**src/rtl/qsys_block_nios2e_oci_dct_packer_pkg.sv**
```systemverilog
// rtl/qsys_block_nios2e_oci_dct_packer_pkg.sv - shared constants and types for the DCT packer
// Purpose: frame geometry, branch-code encodings and buffer/count types.
// Ports: none (package).
package qsys_block_nios2e_oci_dct_pkg;

  localparam int DCT_CODE_W = 2;
  localparam int DCT_DEPTH  = 15;
  localparam int DCT_BUF_W  = DCT_CODE_W * DCT_DEPTH;
  localparam int DCT_CNT_W  = 4;
  localparam int DROP_CNT_W = 8;

  localparam logic [DCT_CODE_W-1:0] DCT_NT   = 2'b01;
  localparam logic [DCT_CODE_W-1:0] DCT_TK   = 2'b10;
  localparam logic [DCT_CODE_W-1:0] DCT_MARK = 2'b11;
  localparam logic [DCT_CODE_W-1:0] DCT_ILL  = 2'b00;

  localparam logic [DCT_CNT_W-1:0] DCT_LAST_CNT = 4'(DCT_DEPTH - 1);

  typedef logic [DCT_BUF_W-1:0]  dct_buf_t;
  typedef logic [DCT_CNT_W-1:0]  dct_cnt_t;
  typedef logic [DCT_CODE_W-1:0] dct_code_t;

endpackage

```
**src/rtl/qsys_block_nios2e_oci_dct_packer_if.sv**
```systemverilog
// rtl/qsys_block_nios2e_oci_dct_packer_if.sv - branch-code input, frame output and status bundle
// Purpose: groups the packer's non-clock signals.
// Modports: master drives branch codes / frame_ready / overflow_clr and observes the rest;
//           slave is the packer itself.
// Optional: QSYS_BLOCK_NIOS2E_OCI_DCT_DROP_CNT_EN adds drop_cnt.
interface qsys_block_nios2e_oci_dct_packer_if;
  import qsys_block_nios2e_oci_dct_pkg::*;

  logic      trc_on;
  logic      dct_valid;
  dct_code_t dct_code;
  logic      flush_req;
  logic      frame_ready;
  logic      frame_valid;
  dct_buf_t  frame_buf;
  dct_cnt_t  frame_cnt;
  dct_buf_t  dct_buffer;
  dct_cnt_t  dct_count;
  logic      overflow;
  logic      overflow_clr;
`ifdef QSYS_BLOCK_NIOS2E_OCI_DCT_DROP_CNT_EN
  logic [DROP_CNT_W-1:0] drop_cnt;
`endif

  modport master (
    output trc_on, dct_valid, dct_code, flush_req, frame_ready, overflow_clr,
    input  frame_valid, frame_buf, frame_cnt, dct_buffer, dct_count, overflow
`ifdef QSYS_BLOCK_NIOS2E_OCI_DCT_DROP_CNT_EN
    , input drop_cnt
`endif
  );

  modport slave (
    input  trc_on, dct_valid, dct_code, flush_req, frame_ready, overflow_clr,
    output frame_valid, frame_buf, frame_cnt, dct_buffer, dct_count, overflow
`ifdef QSYS_BLOCK_NIOS2E_OCI_DCT_DROP_CNT_EN
    , output drop_cnt
`endif
  );

endinterface

```
**src/rtl/qsys_block_nios2e_oci_dct_packer_frame_reg.sv**
```systemverilog
// rtl/qsys_block_nios2e_oci_dct_packer_frame_reg.sv - valid/ready frame holding register
// Purpose: takes an offered frame when empty or being drained, otherwise drops it
//          and raises the sticky overflow flag.
// Ports: clk, reset_n; offer_i/offer_buf_i/offer_cnt_i (new frame); frame_ready_i;
//        overflow_clr_i; frame_valid_o/frame_buf_o/frame_cnt_o; overflow_o;
//        drop_cnt_o when QSYS_BLOCK_NIOS2E_OCI_DCT_DROP_CNT_EN is defined.
module qsys_block_nios2e_oci_dct_frame_reg
  import qsys_block_nios2e_oci_dct_pkg::*;
(
  input  logic     clk,
  input  logic     reset_n,
  input  logic     offer_i,
  input  dct_buf_t offer_buf_i,
  input  dct_cnt_t offer_cnt_i,
  input  logic     frame_ready_i,
  input  logic     overflow_clr_i,
  output logic     frame_valid_o,
  output dct_buf_t frame_buf_o,
  output dct_cnt_t frame_cnt_o,
`ifdef QSYS_BLOCK_NIOS2E_OCI_DCT_DROP_CNT_EN
  output logic [DROP_CNT_W-1:0] drop_cnt_o,
`endif
  output logic     overflow_o
);

  logic     valid_q, valid_d;
  dct_buf_t buf_q, buf_d;
  dct_cnt_t cnt_q, cnt_d;
  logic     ovf_q, ovf_d;
  logic     load, drop;

  // The slot is free if empty or if its current frame leaves on this edge.
  assign load = offer_i && (!valid_q || frame_ready_i);
  assign drop = offer_i && valid_q && !frame_ready_i;

  always_comb begin
    valid_d = valid_q;
    buf_d   = buf_q;
    cnt_d   = cnt_q;
    ovf_d   = ovf_q;
    if (load) begin
      valid_d = 1'b1;
      buf_d   = offer_buf_i;
      cnt_d   = offer_cnt_i;
    end else if (valid_q && frame_ready_i) begin
      valid_d = 1'b0;
    end
    // Clear wins over a same-cycle drop.
    if (overflow_clr_i) begin
      ovf_d = 1'b0;
    end else if (drop) begin
      ovf_d = 1'b1;
    end
  end

  always_ff @(posedge clk or negedge reset_n) begin
    if (!reset_n) begin
      valid_q <= 1'b0;
      buf_q   <= '0;
      cnt_q   <= '0;
      ovf_q   <= 1'b0;
    end else begin
      valid_q <= valid_d;
      buf_q   <= buf_d;
      cnt_q   <= cnt_d;
      ovf_q   <= ovf_d;
    end
  end

`ifdef QSYS_BLOCK_NIOS2E_OCI_DCT_DROP_CNT_EN
  logic [DROP_CNT_W-1:0] drop_cnt_q, drop_cnt_d;

  always_comb begin
    drop_cnt_d = drop_cnt_q;
    if (overflow_clr_i) begin
      drop_cnt_d = '0;
    end else if (drop && (drop_cnt_q != '1)) begin
      drop_cnt_d = drop_cnt_q + 1'b1;
    end
  end

  always_ff @(posedge clk or negedge reset_n) begin
    if (!reset_n) begin
      drop_cnt_q <= '0;
    end else begin
      drop_cnt_q <= drop_cnt_d;
    end
  end

  assign drop_cnt_o = drop_cnt_q;
`endif

  assign frame_valid_o = valid_q;
  assign frame_buf_o   = buf_q;
  assign frame_cnt_o   = cnt_q;
  assign overflow_o    = ovf_q;

endmodule

```
**src/rtl/qsys_block_nios2e_oci_dct_packer.sv**
```systemverilog
// rtl/qsys_block_nios2e_oci_dct_packer.sv - packs DCT branch codes into 15-entry trace frames
// Purpose: shift buffer, entry counter and frame-close logic; frames go to the holding register.
// Ports: clk, reset_n (async, active-low); bus (slave modport) carrying trc_on, dct_valid,
//        dct_code, flush_req, frame_ready, overflow_clr in and frame_valid, frame_buf,
//        frame_cnt, dct_buffer, dct_count, overflow out.
// Optional: QSYS_BLOCK_NIOS2E_OCI_DCT_DROP_CNT_EN adds the saturating drop_cnt output.
module qsys_block_nios2e_oci_dct_packer
  import qsys_block_nios2e_oci_dct_pkg::*;
(
  input  logic clk,
  input  logic reset_n,
  qsys_block_nios2e_oci_dct_packer_if.slave bus
);

  dct_buf_t buf_q, buf_d;
  dct_cnt_t cnt_q, cnt_d;
  logic     trc_q;

  logic     accept;
  logic     trc_fall;
  logic     close;
  dct_buf_t eff_buf;
  dct_cnt_t eff_cnt;

  assign accept   = bus.dct_valid && bus.trc_on && (bus.dct_code != DCT_ILL);
  assign trc_fall = trc_q && !bus.trc_on;

  // The frame being closed includes a code accepted on the same edge.
  assign eff_buf = accept ? {buf_q[DCT_BUF_W-DCT_CODE_W-1:0], bus.dct_code} : buf_q;
  assign eff_cnt = accept ? cnt_q + 1'b1 : cnt_q;

  // trc_on is low during a falling edge, so no accept can coincide with it.
  assign close = (accept && (cnt_q == DCT_LAST_CNT))
              || (bus.flush_req && (eff_cnt != '0))
              || (trc_fall && (cnt_q != '0));

  always_comb begin
    buf_d = buf_q;
    cnt_d = cnt_q;
    if (close) begin
      buf_d = '0;
      cnt_d = '0;
    end else if (accept) begin
      buf_d = eff_buf;
      cnt_d = eff_cnt;
    end
  end

  always_ff @(posedge clk or negedge reset_n) begin
    if (!reset_n) begin
      buf_q <= '0;
      cnt_q <= '0;
      trc_q <= 1'b0;
    end else begin
      buf_q <= buf_d;
      cnt_q <= cnt_d;
      trc_q <= bus.trc_on;
    end
  end

  qsys_block_nios2e_oci_dct_frame_reg u_frame_reg (
    .clk            (clk),
    .reset_n        (reset_n),
    .offer_i        (close),
    .offer_buf_i    (eff_buf),
    .offer_cnt_i    (eff_cnt),
    .frame_ready_i  (bus.frame_ready),
    .overflow_clr_i (bus.overflow_clr),
    .frame_valid_o  (bus.frame_valid),
    .frame_buf_o    (bus.frame_buf),
    .frame_cnt_o    (bus.frame_cnt),
`ifdef QSYS_BLOCK_NIOS2E_OCI_DCT_DROP_CNT_EN
    .drop_cnt_o     (bus.drop_cnt),
`endif
    .overflow_o     (bus.overflow)
  );

  assign bus.dct_buffer = buf_q;
  assign bus.dct_count  = cnt_q;

endmodule

```
**src/flat_wrapper.sv**
```systemverilog
// flat-port wrapper written by rule: the top's interface ports become plain ports
module qsys_block_nios2e_oci_dct_packer_flat import qsys_block_nios2e_oci_dct_pkg::*;
  (clk, reset_n, bus_trc_on, bus_dct_valid, bus_dct_code, bus_flush_req, bus_frame_ready, bus_overflow_clr, bus_frame_valid, bus_frame_buf, bus_frame_cnt, bus_dct_buffer, bus_dct_count, bus_overflow);
  qsys_block_nios2e_oci_dct_packer_if bus_i ();
  input  logic clk;
  input  logic reset_n;
  input wire logic [$bits(bus_i.trc_on)-1:0] bus_trc_on;
  input wire logic [$bits(bus_i.dct_valid)-1:0] bus_dct_valid;
  input wire logic [$bits(bus_i.dct_code)-1:0] bus_dct_code;
  input wire logic [$bits(bus_i.flush_req)-1:0] bus_flush_req;
  input wire logic [$bits(bus_i.frame_ready)-1:0] bus_frame_ready;
  input wire logic [$bits(bus_i.overflow_clr)-1:0] bus_overflow_clr;
  output wire logic [$bits(bus_i.frame_valid)-1:0] bus_frame_valid;
  output wire logic [$bits(bus_i.frame_buf)-1:0] bus_frame_buf;
  output wire logic [$bits(bus_i.frame_cnt)-1:0] bus_frame_cnt;
  output wire logic [$bits(bus_i.dct_buffer)-1:0] bus_dct_buffer;
  output wire logic [$bits(bus_i.dct_count)-1:0] bus_dct_count;
  output wire logic [$bits(bus_i.overflow)-1:0] bus_overflow;
  assign bus_i.trc_on = bus_trc_on;
  assign bus_i.dct_valid = bus_dct_valid;
  assign bus_i.dct_code = bus_dct_code;
  assign bus_i.flush_req = bus_flush_req;
  assign bus_i.frame_ready = bus_frame_ready;
  assign bus_i.overflow_clr = bus_overflow_clr;
  assign bus_frame_valid = bus_i.frame_valid;
  assign bus_frame_buf = bus_i.frame_buf;
  assign bus_frame_cnt = bus_i.frame_cnt;
  assign bus_dct_buffer = bus_i.dct_buffer;
  assign bus_dct_count = bus_i.dct_count;
  assign bus_overflow = bus_i.overflow;
  qsys_block_nios2e_oci_dct_packer u_core (.clk(clk), .reset_n(reset_n), .bus(bus_i));
endmodule
```
**config.mk**
```make
export PLATFORM = sky130hd
export DESIGN_NAME = qsys_block_nios2e_oci_dct_packer_flat
export DESIGN_NICKNAME = d
export VERILOG_FILES = /design/src/rtl/qsys_block_nios2e_oci_dct_packer_pkg.sv /design/src/rtl/qsys_block_nios2e_oci_dct_packer_if.sv /design/src/rtl/qsys_block_nios2e_oci_dct_packer_frame_reg.sv /design/src/rtl/qsys_block_nios2e_oci_dct_packer.sv /design/src/flat_wrapper.sv
export SDC_FILE = /design/constraint.sdc
export NUM_CORES = 1
export LEC_CHECK = 0
export ABC_AREA = 0
export CORE_MARGIN = 5
export CORE_UTILIZATION = 43
export DETAILED_ROUTE_END_ITERATION = 10
export GPL_TIMING_DRIVEN = 0
export PLACE_DENSITY = 0.8
export SKIP_LAST_GASP = 1
export SLEW_MARGIN = 20
export SYNTH_ARGS = -nofsm -noshare
export SYNTH_HDL_FRONTEND = slang
export SYNTH_HIERARCHICAL = 1
export SYNTH_SLANG_ARGS = --single-unit
```
**constraint.sdc**
```tcl
create_clock -name clk -period 5.3 [get_ports clk]
set_input_delay 0.795 -clock clk [delete_from_list [all_inputs] [get_ports clk]]
set_output_delay 0.795 -clock clk [all_outputs]
set_load 0.005 [all_outputs]
```
==> run_results.csv, run 1 <==
group,metric,value,unit
outcome,outcome,"finished, final reports clean",
sta,fin_crit_sh,62.6,%
clocking,worst_setup_hold_path_clk_slew,0.07,ns
placement,post_dp_cell_area,4320,sq um
global_route,vias_in_the_first_global_route,2319,
synthesis,post-synth-top-count-cell,"dfrtp_1",
drt,avgViaCountPerCell,5.02,
sta,fin_worst_hold_slack,0.388,ns
power,switching_share,23.8,%
power,static-leakage-power,2.15,nW
layout,instances_no_fill,419,
synthesis,synth_common_cells,"71 x dfrtp_1, 33 x mux2_2, 30 x a21boi_2, 30 x mux2_4, 7 x nand2_1",
clocking,cts_repair_resize_count,0,
drt,routedWlPerCell,17.5,microns
placement,detailed_placement_wirelength_estimate,5200,microns
sta,fin_skew,0.00482,ns
power,combinationalPowerShare,18.2,%
global_route,grt_start_max_net_pins,41,
power,p_sw,0.327,mW
sta,grt_setup_unrepaired,"no",
layout,final.fill_count,635,
synthesis,netlist_instances,222,
synthesis,yosys_warnings,6,
global_route,grt_overflow,0,
placement,portBuffers,78,
clocking,hold_fix_buffers_at_cts,0,
critical_path,criticalPathCategory,"input pin to flip-flop",
critical_path,start_kind,"input pin",
placement,dpl.cell_count,403,
floorplanning,die_footprint,9760,sq um
clocking,clock_root_buffer_master,"clkbuf_8",
synthesis,post_synth_num_cell_types,32,
clocking,cts_buffer_depth,2,
synthesis,synth_top_cell_by_area,"dfrtp_1",
global_route,grt_antenna_before_repair,0,
sta,tns,0,ns
clocking,clock_tree.htree_level_count,3,
run,max_cap_violations,0,
layout,drive_above_1_share,40.1,%
power,cell_internal_pwr,1.05,mW
clocking,post_cts_buffers,0,
drt,drc,0,
layout,final_net_count,324,
synthesis,synth_async_sr_flop_share,100,%
critical_path,worst-endpoint-required,5.52,ns
power,portion_of_total_power_attributed_to_the_clock_network,37.9,%
drt,antenna_violating_nets_remaining,0,
clocking,clk_latency,0.34,ns
clocking,tritoncts,"yes",
drt,routed_wirelength,7330,microns
synthesis,synth-main-ff-cell,"dfrtp_1",
hold_path,hold_class,"input pin to async pin",
sta,timing_hold_violations_final,0,
floorplanning,floorplan_core_area,7690,sq um
layout,antenna-diode-count,0,
layout,areaGrowthSynthToFinish,34.5,%
sta,final-max-slew-violation-count,0,
power,peakVddDrop,202,uV
drt,num_vias,2105,
clocking,clock_sinks,71,
global_route,grt_util_all_layers,15.6,%
global_route,grt_first_pass_wirelength,12100,microns
floorplanning,die_h,98.8,microns
power,seq_power_share,43.8,%
synthesis,synth-edff-count,0,
power,power-per-cell-area,302,nW/um^2
layout,final_area,4560,sq um
sta,timing.fmax,301,MHz
sta,setup_viol_count_final,0,
floorplanning,io_pins,79,
floorplanning,effective_utilization_at_floorplan,44.1,%
synthesis,synth_seq_cells,71,
placement,gp_congestion,0.857,
drt,detail_route.first_pass.iterations,4,
synthesis,synth.yosys.seq_area_share,52.4,%
synthesis,yosys.area.top_type_share,52.4,%
sta,worst_pin_slew,0.423,ns
sta,fin_crit,3.32,ns
synthesis,synth.cell_area,3390,sq um
floorplanning,core.rowCount,32,
floorplanning,dieWidth,98.8,microns
critical_path,critPathMaxFanout,10,
sta,timing.max_slew.rel_slack,71.8,%
synthesis,postSynthAreaPerCell,15.3,sq um
synthesis,synthTopCellsByArea,"dfrtp_1 52%, mux2_4 13%, mux2_2 11%, a21boi_2 10%, buf_12 1.8%",
drt,initial_drc_count,52,
synthesis,synth_fp_nets,234,
critical_path,setup.worst_path.end_class,"flip-flop",
critical_path,critical_path_arrival,3.54,ns
clocking,cts_buffers,9,
-- registers in the layout, indices dropped and copies added, names as in the netlist --
register                          count
u_core/bus.dct_buffer                30
u_core/u_frame_reg/frame_buf_o       30
u_core/u_frame_reg/frame_cnt_o        4
u_core/u_frame_reg/frame_valid_o      1
u_core/u_frame_reg/overflow_o         1
u_core/trc_q                          1
u_core/bus.dct_count                  4
-- worst paths after layout --
check | from | cells after the start | slack [ns] | end
worst max-delay path | bus_trc_on | 8 | 1.98 | u_core/u_frame_reg/frame_buf_o[14]$_DFFE_PN0P_
min in group clk | u_core/u_frame_reg/overflow_o$_DFFE_PN0P_ | 2 | 0.51 | u_core/u_frame_reg/overflow_o$_DFFE_PN0P_
worst min register to register | u_core/u_frame_reg/overflow_o$_DFFE_PN0P_ | 2 | 0.51 | u_core/u_frame_reg/overflow_o$_DFFE_PN0P_
worst max register to register | u_core/bus.dct_count[0]$_DFFE_PN0P_ | 8 | 2.41 | u_core/u_frame_reg/frame_buf_o[14]$_DFFE_PN0P_
worst min-delay path | reset_n | 1 | 0.39 | u_core/u_frame_reg/frame_buf_o[1]$_DFFE_PN0P_
max in group asynchronous | reset_n | 2 | 4.36 | u_core/u_frame_reg/frame_buf_o[18]$_DFFE_PN0P_
-- worst max-delay path, stage by stage --
cell and delay (ns):
clkdlybuf4s50_1 0.61, o2111ai_2 0.24, or4b_1 0.55, a311o_1 0.43
and2_1 0.25, nand2_4 0.17, buf_12 0.18, mux2_4 0.31
-- cells by family after synthesis --
| group | Yosys count | share of synthesized area, % |
|---|---|---|
| flip-flops | 71 | 52.4 |
| multiplexers | 63 | 24.2 |
| AO/OA/AOI/OAI | 38 | 12.1 |
| AND/OR/NAND/NOR | 27 | 4.54 |
| buffers and inverters | 17 | 4.80 |
| XOR/XNOR | 3 | 0.775 |
| adder cells (fa/ha/maj) | 3 | 1.11 |
-- final cells by class --
| class | count | area (sq um) | area share, % |
|---|---|---|---|
| Buffer | 13 | 148 | 3.24 |
| Clock buffer | 10 | 138 | 3.02 |
| Timing Repair Buffer | 79 | 798 | 17.5 |
| Tap cell | 102 | 128 | 2.80 |
| Multi-Input combinational cell | 134 | 1450 | 31.8 |
| Sequential cell | 71 | 1780 | 38.9 |
| Inverter | 4 | 15.0 | 0.329 |
| Clock inverter | 6 | 108 | 2.36 |
-- metrics by stage --
stage          util (%)  setup WS, ns  power (mW)
3_5_place_dp       56.2          1.66       0.869
6_report           59.3          1.98        1.38
4_1_cts            59.3          2.03        1.40
5_1_grt            59.3          1.91        1.44
3_3_place_gp       55.9          1.01       0.860
2_1_floorplan         -          2.58       0.746
-- placed cells by master, fill, tap and decap left out, drive strengths merged --
cell,synthesis,routed
nand2,8,8
clkbuf,1,11
o2111ai,1,1
or3,2,2
nand2b,2,2
inv,4,4
dfrtp,71,71
clkinv,0,2
a311o,1,1
clkinvlp,0,1
or4b,1,1
a21boi,30,30
a21oi,1,1
mux2,63,63
nor2,4,4
or2b,1,1
clkdlybuf4s50,0,77
bufinv,0,3
o2111a,1,1
nand3,3,3
a22oi,1,1
ha,3,3
o211ai,1,1
xor2,1,1
buf,12,14
nor2b,4,4
and2,1,1
a31oi,2,2
xnor2,2,2
nor3,1,1
-- power by group through the flow --
stage          logic (mW)  clock network [mW]  registers, mW
6_report            0.251               0.523          0.604
5_1_grt             0.267               0.561          0.609
4_1_cts             0.254               0.539          0.605
3_5_place_dp        0.254                   0          0.615
3_3_place_gp        0.247                   0          0.613
2_1_floorplan       0.133                   0          0.613
-- metal layers --
layer / vias up / track usage (%) / part of all wire (%)
li1: 962 / - / -
met1: 1067 / 20.7 / 45
met2: 68 / 24.3 / 48
met3: 8 / 6.23 / 6.6
met4: 0 / 2.84 / 0.80
met5: - / 0 / 0
Power figures use the tool's default switching activity.
==> inputs of run 2 (changes only) <==
==> constraint.sdc (replaced) <==
create_clock -name clk -period 3.15 [get_ports clk]
set_input_delay 0.4725 -clock clk [delete_from_list [all_inputs] [get_ports clk]]
set_output_delay 0.4725 -clock clk [all_outputs]
set_load 0.005 [all_outputs]
==> results of run 2 <==
Same layout as run 1 (identical final DEF). Status: finished, final reports clean.
Main changes from that run: setup slack after placement 1.66 ns -> -0.167 ns; setup slack after layout 1.98 ns -> 0.156 ns; hold slack 0.388 ns -> 0.0654 ns; register-to-register setup slack 2.41 ns -> 0.26 ns; total power 1.38 mW -> 2.32 mW; worst IR drop on VDD 202 uV -> 340 uV
